===== src/rtl/athos_op_responder.sv =====
// athos_op_responder
// Accelerator-side responder for the ATHOS CU command interface. Takes one
// op per handshake, pulses the matching engine start, waits for that engine's
// done (or aborts on timeout), then holds a status/cycle-count response until
// the CU consumes it.
module athos_op_responder #(
    parameter int unsigned TIMEOUT_CYC = 4096,
    parameter int unsigned CNT_W       = 16
) (
    input  logic             clk_i,
    input  logic             rst_ni,
    input  logic             op_valid_i,
    input  logic [5:0]       op_i,
    output logic             op_ready_o,
    output logic [3:0]       eng_start_o,
    output logic [3:0]       eng_abort_o,
    input  logic [3:0]       eng_done_i,
    output logic             resp_valid_o,
    input  logic             resp_ready_i,
    output logic [5:0]       resp_op_o,
    output logic [1:0]       resp_status_o,
    output logic [CNT_W-1:0] cycles_o,
    output logic             busy_o
);

    // athos_ip_op codes served by this responder
    localparam logic [5:0] OP_NULL   = 6'h00;
    localparam logic [5:0] OP_KECCAK = 6'h01;
    localparam logic [5:0] OP_NTT    = 6'h02;
    localparam logic [5:0] OP_INTT   = 6'h03;
    localparam logic [5:0] OP_TRNG   = 6'h04;

    localparam logic [1:0] ST_OK      = 2'b00;
    localparam logic [1:0] ST_ILLEGAL = 2'b01;
    localparam logic [1:0] ST_TIMEOUT = 2'b10;

    // Timeout compared against counter+1, which is one bit wider than the counter
    localparam logic [CNT_W:0] TIMEOUT_VAL = (CNT_W+1)'(TIMEOUT_CYC);

    typedef enum logic [1:0] {
        S_IDLE,
        S_START,
        S_WAIT,
        S_RESP
    } state_t;

    // Engine one-hot for an op code; zero for NULL and illegal codes
    function automatic logic [3:0] op_onehot(input logic [5:0] op);
        logic [3:0] sel;
        case (op)
            OP_KECCAK: sel = 4'b0001;
            OP_NTT:    sel = 4'b0010;
            OP_INTT:   sel = 4'b0100;
            OP_TRNG:   sel = 4'b1000;
            default:   sel = 4'b0000;
        endcase
        return sel;
    endfunction

    state_t           r_state;
    state_t           w_next_state;
    logic [5:0]       r_op;
    logic [CNT_W-1:0] r_cnt;
    logic [1:0]       r_status;
    logic [CNT_W-1:0] r_cycles;

    logic [3:0]       w_eng_sel;
    logic [3:0]       w_in_sel;
    logic             w_accept;
    logic             w_done;
    logic             w_timeout;
    logic [CNT_W:0]   w_cnt_inc;
    logic [CNT_W-1:0] w_cnt_sat;
    logic [3:0]       w_start;
    logic [3:0]       w_abort;
    logic             w_load_resp;
    logic [1:0]       w_resp_status;
    logic [CNT_W-1:0] w_resp_cycles;

    assign w_eng_sel = op_onehot(r_op);
    assign w_in_sel  = op_onehot(op_i);
    assign w_accept  = op_valid_i && (r_state == S_IDLE);
    assign w_done    = |(eng_done_i & w_eng_sel);
    assign w_cnt_inc = {1'b0, r_cnt} + {{CNT_W{1'b0}}, 1'b1};
    assign w_cnt_sat = w_cnt_inc[CNT_W] ? {CNT_W{1'b1}} : w_cnt_inc[CNT_W-1:0];
    assign w_timeout = (w_cnt_inc == TIMEOUT_VAL);

    // Next-state, engine pulses and response capture values
    always_comb begin
        // NOTE: every signal gets a default first so no path leaves one unassigned (no latches).
        w_next_state  = r_state;
        w_start       = 4'b0000;
        w_abort       = 4'b0000;
        w_load_resp   = 1'b0;
        w_resp_status = ST_OK;
        w_resp_cycles = '0;
        case (r_state)
            S_IDLE: begin
                if (w_accept) begin
                    if (w_in_sel != 4'b0000) begin
                        w_next_state = S_START;
                    end else begin
                        w_next_state  = S_RESP;
                        w_load_resp   = 1'b1;
                        w_resp_status = (op_i == OP_NULL) ? ST_OK : ST_ILLEGAL;
                    end
                end
            end
            S_START: begin
                w_start      = w_eng_sel;
                w_next_state = S_WAIT;
            end
            S_WAIT: begin
                // Done takes priority over a timeout landing in the same cycle
                if (w_done) begin
                    w_next_state  = S_RESP;
                    w_load_resp   = 1'b1;
                    w_resp_status = ST_OK;
                    w_resp_cycles = w_cnt_sat;
                end else if (w_timeout) begin
                    w_abort       = w_eng_sel;
                    w_next_state  = S_RESP;
                    w_load_resp   = 1'b1;
                    w_resp_status = ST_TIMEOUT;
                    w_resp_cycles = w_cnt_sat;
                end
            end
            S_RESP: begin
                if (resp_ready_i) begin
                    w_next_state = S_IDLE;
                end
            end
            default: w_next_state = S_IDLE;
        endcase
    end

    // State, latched op, cycle counter and held response fields
    always_ff @(posedge clk_i) begin
        // NOTE: sequential state uses non-blocking assignments; reset is synchronous and active-low.
        if (!rst_ni) begin
            r_state  <= S_IDLE;
            r_op     <= '0;
            r_cnt    <= '0;
            r_status <= ST_OK;
            r_cycles <= '0;
        end else begin
            r_state <= w_next_state;
            if (w_accept) begin
                r_op <= op_i;
            end
            if (r_state == S_START) begin
                r_cnt <= '0;
            end else if (r_state == S_WAIT) begin
                r_cnt <= w_cnt_sat;
            end
            if (w_load_resp) begin
                r_status <= w_resp_status;
                r_cycles <= w_resp_cycles;
            end
        end
    end

    // Outputs are forced low while reset is held so nothing leaks out mid-reset
    assign op_ready_o    = rst_ni && (r_state == S_IDLE);
    assign busy_o        = rst_ni && (r_state != S_IDLE);
    assign resp_valid_o  = rst_ni && (r_state == S_RESP);
    assign eng_start_o   = rst_ni ? w_start : 4'b0000;
    assign eng_abort_o   = rst_ni ? w_abort : 4'b0000;
    assign resp_op_o     = resp_valid_o ? r_op : 6'h00;
    assign resp_status_o = resp_valid_o ? r_status : 2'b00;
    assign cycles_o      = resp_valid_o ? r_cycles : '0;

endmodule


===== config.mk =====
export PLATFORM = sky130hd
export DESIGN_NAME = athos_op_responder
export DESIGN_NICKNAME = d
export VERILOG_FILES = /design/src/rtl/athos_op_responder.sv
export SDC_FILE = /design/constraint.sdc
export NUM_CORES = 1
export LEC_CHECK = 0
export ABC_CLOCK_PERIOD_IN_PS = 3150
export BUFFER_PORTS_ARGS = -buffer_cell sky130_fd_sc_hd__buf_2
export CORE_ASPECT_RATIO = 0.8
export CORE_MARGIN = 10
export CORE_UTILIZATION = 50
export CTS_CLUSTER_DIAMETER = 80
export DETAILED_ROUTE_END_ITERATION = 8
export GPL_TIMING_DRIVEN = 0
export HOLD_SLACK_MARGIN = 0.06
export PLACE_DENSITY = 0.73
export SLEW_MARGIN = 20
export SYNTH_ARGS = -nofsm -noshare
export SYNTH_HDL_FRONTEND = slang
export SYNTH_SLANG_ARGS = --single-unit

===== constraint.sdc =====
create_clock -name clk_i -period 3.15 [get_ports clk_i]
set_clock_uncertainty 0.1 [all_clocks]
set_input_delay 0.63 -clock clk_i [delete_from_list [all_inputs] [get_ports clk_i]]
set_output_delay 0.63 -clock clk_i [all_outputs]
set_load 0.005 [all_outputs]

==> out/metrics.sh <==
RUN_STATUS='complete, but fails checks'
FAILED_CHECKS='negative setup slack'
GRT_SETUP_UNREPAIRED='true'
CTSHOLDBUFFERS=0
HOLD_PATH_DEPTH=2
TRITONCTS='built'
SYNTH_AREA_LEADER_CELL='dfxtp_1'
CRITPATHREQUIREDTIME_NS=2.42
DRT-TOTAL-WL_MM=8.06
WORSTSETUPSTARTPOINT='r_cnt[0]'
FINAL_MAX_SLEW_VIOL_COUNT=0
FINALSETUPVIOLCOUNT=4
GRT.TOTAL_USAGE_PCT=18.1
NUM_VIAS=2777
SYNTH_AREA_LEADERS='dfxtp_1 32%, and3_1 7.2%, nand3_1 6.4%, nor2_1 5.4%, o22ai_1 3.9%'
WORST_SLEW_MARGIN_REL_PCT=51.1
HTREE_LEVELS=2
INTERNAL-POWER_uW=925
POWER.DENSITY_nW_PER_UM2=472
MIN_PATH_TYPE='reg -> reg'
YS_TYPES=49
CTS.REPORTEDPATHS.CLKPINSLEW_NS=0.08
TIMING.HOLD.WORST.START='r_status[1]'
CRITPATHMAXFANOUT=5
FINALHOLDVIOLCOUNT=0
INSERTION_DELAY_NS=0.30
SYNTHESIS.INSTANCES=332
POWER.SHARE.CLOCK_PCT=24.7
DRT-PASS1-ITER-COUNT=5
PLACED_CELLS_INCL_TAPS=441
CP.ARRIVAL_NS=2.71
SYNTH_SEQ_CELLS=42
DRT_DRC_VIOLATIONS_LEFT=0
CRITPATHMOSTFREQUENTCELL='buf_4'
RR_STARTPOINT='r_cnt[11]'
P_SEQ_SHARE_PCT=41.3
TRITONCTS_NUM_SINKS=42
DIE_W_UM=100
WORST_R2R_PATH_DEPTH=11
SWITCHING_POWER_uW=590
P_COMB_SHARE_PCT=34.0
FIRST_GLOBAL_VIAS=2474
END_KIND='primary output'
FLOW.AREA_GROWTH_FROM_SYNTHESIS_PCT=24.1
INITIAL_UTILIZATION_PCT=51.7
N_FILL_CELL=454
CLOCKBUFFERDEPTH=2
DESIGN.CORE.AREA_UM2=5010
AVGVIACOUNTPERCELL=5.97
POWER.STATIC_LEAKAGE_uW=0.00144
YOSYSTOPAREACELLSHARE_PCT=32.5
FP.DIEAREA_UM2=8470
LAYOUT-DRIVE-GT1-SHARE_PCT=26.3
CRITICAL_PATH.CELL_CHAIN='ha_4 -> buf_4 -> and2_4 -> buf_4 -> xnor2_1 -> a31oi_1 -> or2_4 -> nor4_4 -> nand4_1 -> nor2_1 -> buf_2'
CORE.ROWCOUNT=23
WORST_PATH_MAX_DELAY_CELL='dfxtp_4'
SYNTHARSTFLOPSHARE_PCT=0
SYNTH_EDF_COUNT=0
GLOBALROUTE.TOTALOVERFLOW=0
TIMING.HOLD.WORST_ENDPOINT='r_status[1]'
FINALCRITICALPERIOD_NS=3.44
FIN_WS_NS=-0.287
MAX_CLOCK_FREQ_MHz=291
CHIPHEIGHT_UM=84.4
FINALWEIGHTEDCONGESTION=0.892
LEADING_CELL_TYPE_BY_NUMBER_OF_INSTANCES_AFTER_SYNTHESIS='dfxtp_1'
N_ANTENNA_CELL=0
STARTPOINT_TYPE='flop'
MOST_INSTANTIATED_FLIP_FLOP_CELL_IN_THE_SYNTHESIS_NETLIST='dfxtp_1'
WIRE_PER_INST_UM=17.3
SYNTHESIS.AREA_PER_INSTANCE_UM2=7.80
TIMING.REG2REG.SETUP_SLACK_NS=0.27
NUM-NETS-FINAL=422
FIN_TOTAL_PWR_uW=1520
SYNTH_COMMONEST_CELLS='42 x dfxtp_1, 37 x nor2_1, 33 x nand3_1'
P_SW_SHARE_PCT=38.9
CTS-BUFFERS-INSERTED=5
SEQUENTIAL_SHARE_OF_THE_SYNTHESIZED_AREA_PCT=32.5
GRT_MAX_DEGREE=14
DRV.MAX_CAP_VIOLATION_COUNT=0
DRTANTENNAVIOLNETS=0
ANTENNA_VIOLATIONS_BEFORE_REPAIR=0
POWER.IR.VDD_WORST_mV=0.411
CRIT_TYPE='reg -> out'
RR_ENDPOINT='r_cycles[3]'
TIMING.CRITICAL_PATH.MAX_DELAY_FAMILY='simple AND/OR/NAND/NOR gates'
SYNTH_FP_NETS=352
WORST-SLEW-PIN-TRANSITION_NS=0.732
LAYOUTNONFILLERINSTCOUNT=465
COUNT_OF_YOSYS_WARNINGS_DURING_SYNTHESIS=0
CTS_ROOT_BUFFER='clkbuf_8'
POST-DP-HPWL_MM=5.78
PORT_BUFFERS=47
CRITICAL_PATH.MAX_STAGE_DELAY_NS=0.36
GRT_PASS1_WL_MM=12.7
IO_PINS=49
CRITPATHBUFINV=3
POST-ROUTE-PERIOD-UTIL_PCT=109
INITIALDRTVIOLATIONCOUNT=206
SYNTH_AREA_UM2=2590
## per-layer routing
| metal | GRT usage, % | vias up | share of wire (%) |
|---|---|---|---|
| li1 | - | 1341 | - |
| met1 | 26.5 | 1332 | 48 |
| met2 | 25.3 | 96 | 44 |
| met3 | 4.18 | 8 | 6.8 |
| met4 | 5.00 | 0 | 0.95 |
| met5 | 0 | - | 0 |
## cells in the final DEF (no fill, tap or decap), drive strengths merged, types with 8 or more instances in the layout
master and count:
buf 72, dfxtp 42, nor2 37, nand3 34, and3 30, clkbuf 23, nand2 22, o22ai 17
a21oi 15, inv 11, nor3 9, xor2 8
## worst max path at each step
stage	end	cells after the start
floorplan	eng_abort_o[0]	8
global placement	eng_abort_o[1]	9
detailed placement	eng_abort_o[1]	9
CTS	eng_abort_o[1]	9
global route	eng_abort_o[0]	9
finish	eng_abort_o[1]	11
## worst min-delay path, delay by kind of cell (launching register included)
| kind | cells | cell delay [ns] |
|---|---|---|
| AOI/OAI and AO/OA | 1 | 0.06 |
| and+or+nand+nor | 1 | 0.06 |
| DFF | 1 | 0.32 |
## power groups by stage
stage          clock network [µW]  registers (µW)  logic, µW
4_1_cts                       378             622        496
2_1_floorplan                   0             623        329
5_1_grt                       400             631        567
3_3_place_gp                    0             633        458
6_report                      374             626        516
3_5_place_dp                    0             635        463
## flip-flops by register name, summed over array words and instances (netlist names)
| register | cells |
|---|---|
| r_state | 2 |
| r_status | 2 |
| r_cnt | 16 |
| r_cycles | 16 |
| r_op | 6 |
## metrics by stage
stage	setup slack [ns]	cell area, µm²	util, %	TNS [ns]	hold WS (ns)
2_1_floorplan	0.102	2590	-	0	0.343
3_3_place_gp	-0.433	2900	57.9	-1.72	0.352
3_5_place_dp	-0.494	2900	57.9	-1.87	0.363
4_1_cts	-0.391	3120	62.4	-1.46	0.374
5_1_grt	-0.445	3210	64.1	-1.71	0.380
6_report	-0.287	3210	64.1	-1.07	0.376
## logic make-up after synthesis
group,Yosys count,synth area share [%]
flip-flops,42,32.5
buffers and inverters,38,6.23
AND/OR/NAND/NOR,165,35.2
multiplexers,5,2.03
XOR/XNOR,14,4.74
AO/OA/AOI/OAI,62,16.4
adder cells (fa/ha/maj),6,2.90
## layout make-up
type                            count  area (µm²)  share of cell area [%]
Inverter                           12        45.0                    1.40
Clock buffer                        6        82.6                    2.57
Timing Repair Buffer               63         355                    11.1
Multi-Input combinational cell    252        1660                    51.6
Clock inverter                      2        12.5                   0.390
Sequential cell                    42         862                    26.8
Tap cell                           62        77.6                    2.42
Buffer                             26         119                    3.70
## repair_timing
item | CTS | global route
gates resized for setup | 19 | 11
pin swaps | 9 | 9
buffers inserted | 8 | 8
endpoints found under the setup margin | 5 | 4
No activity file was read; power rests on OpenSTA's default activity.
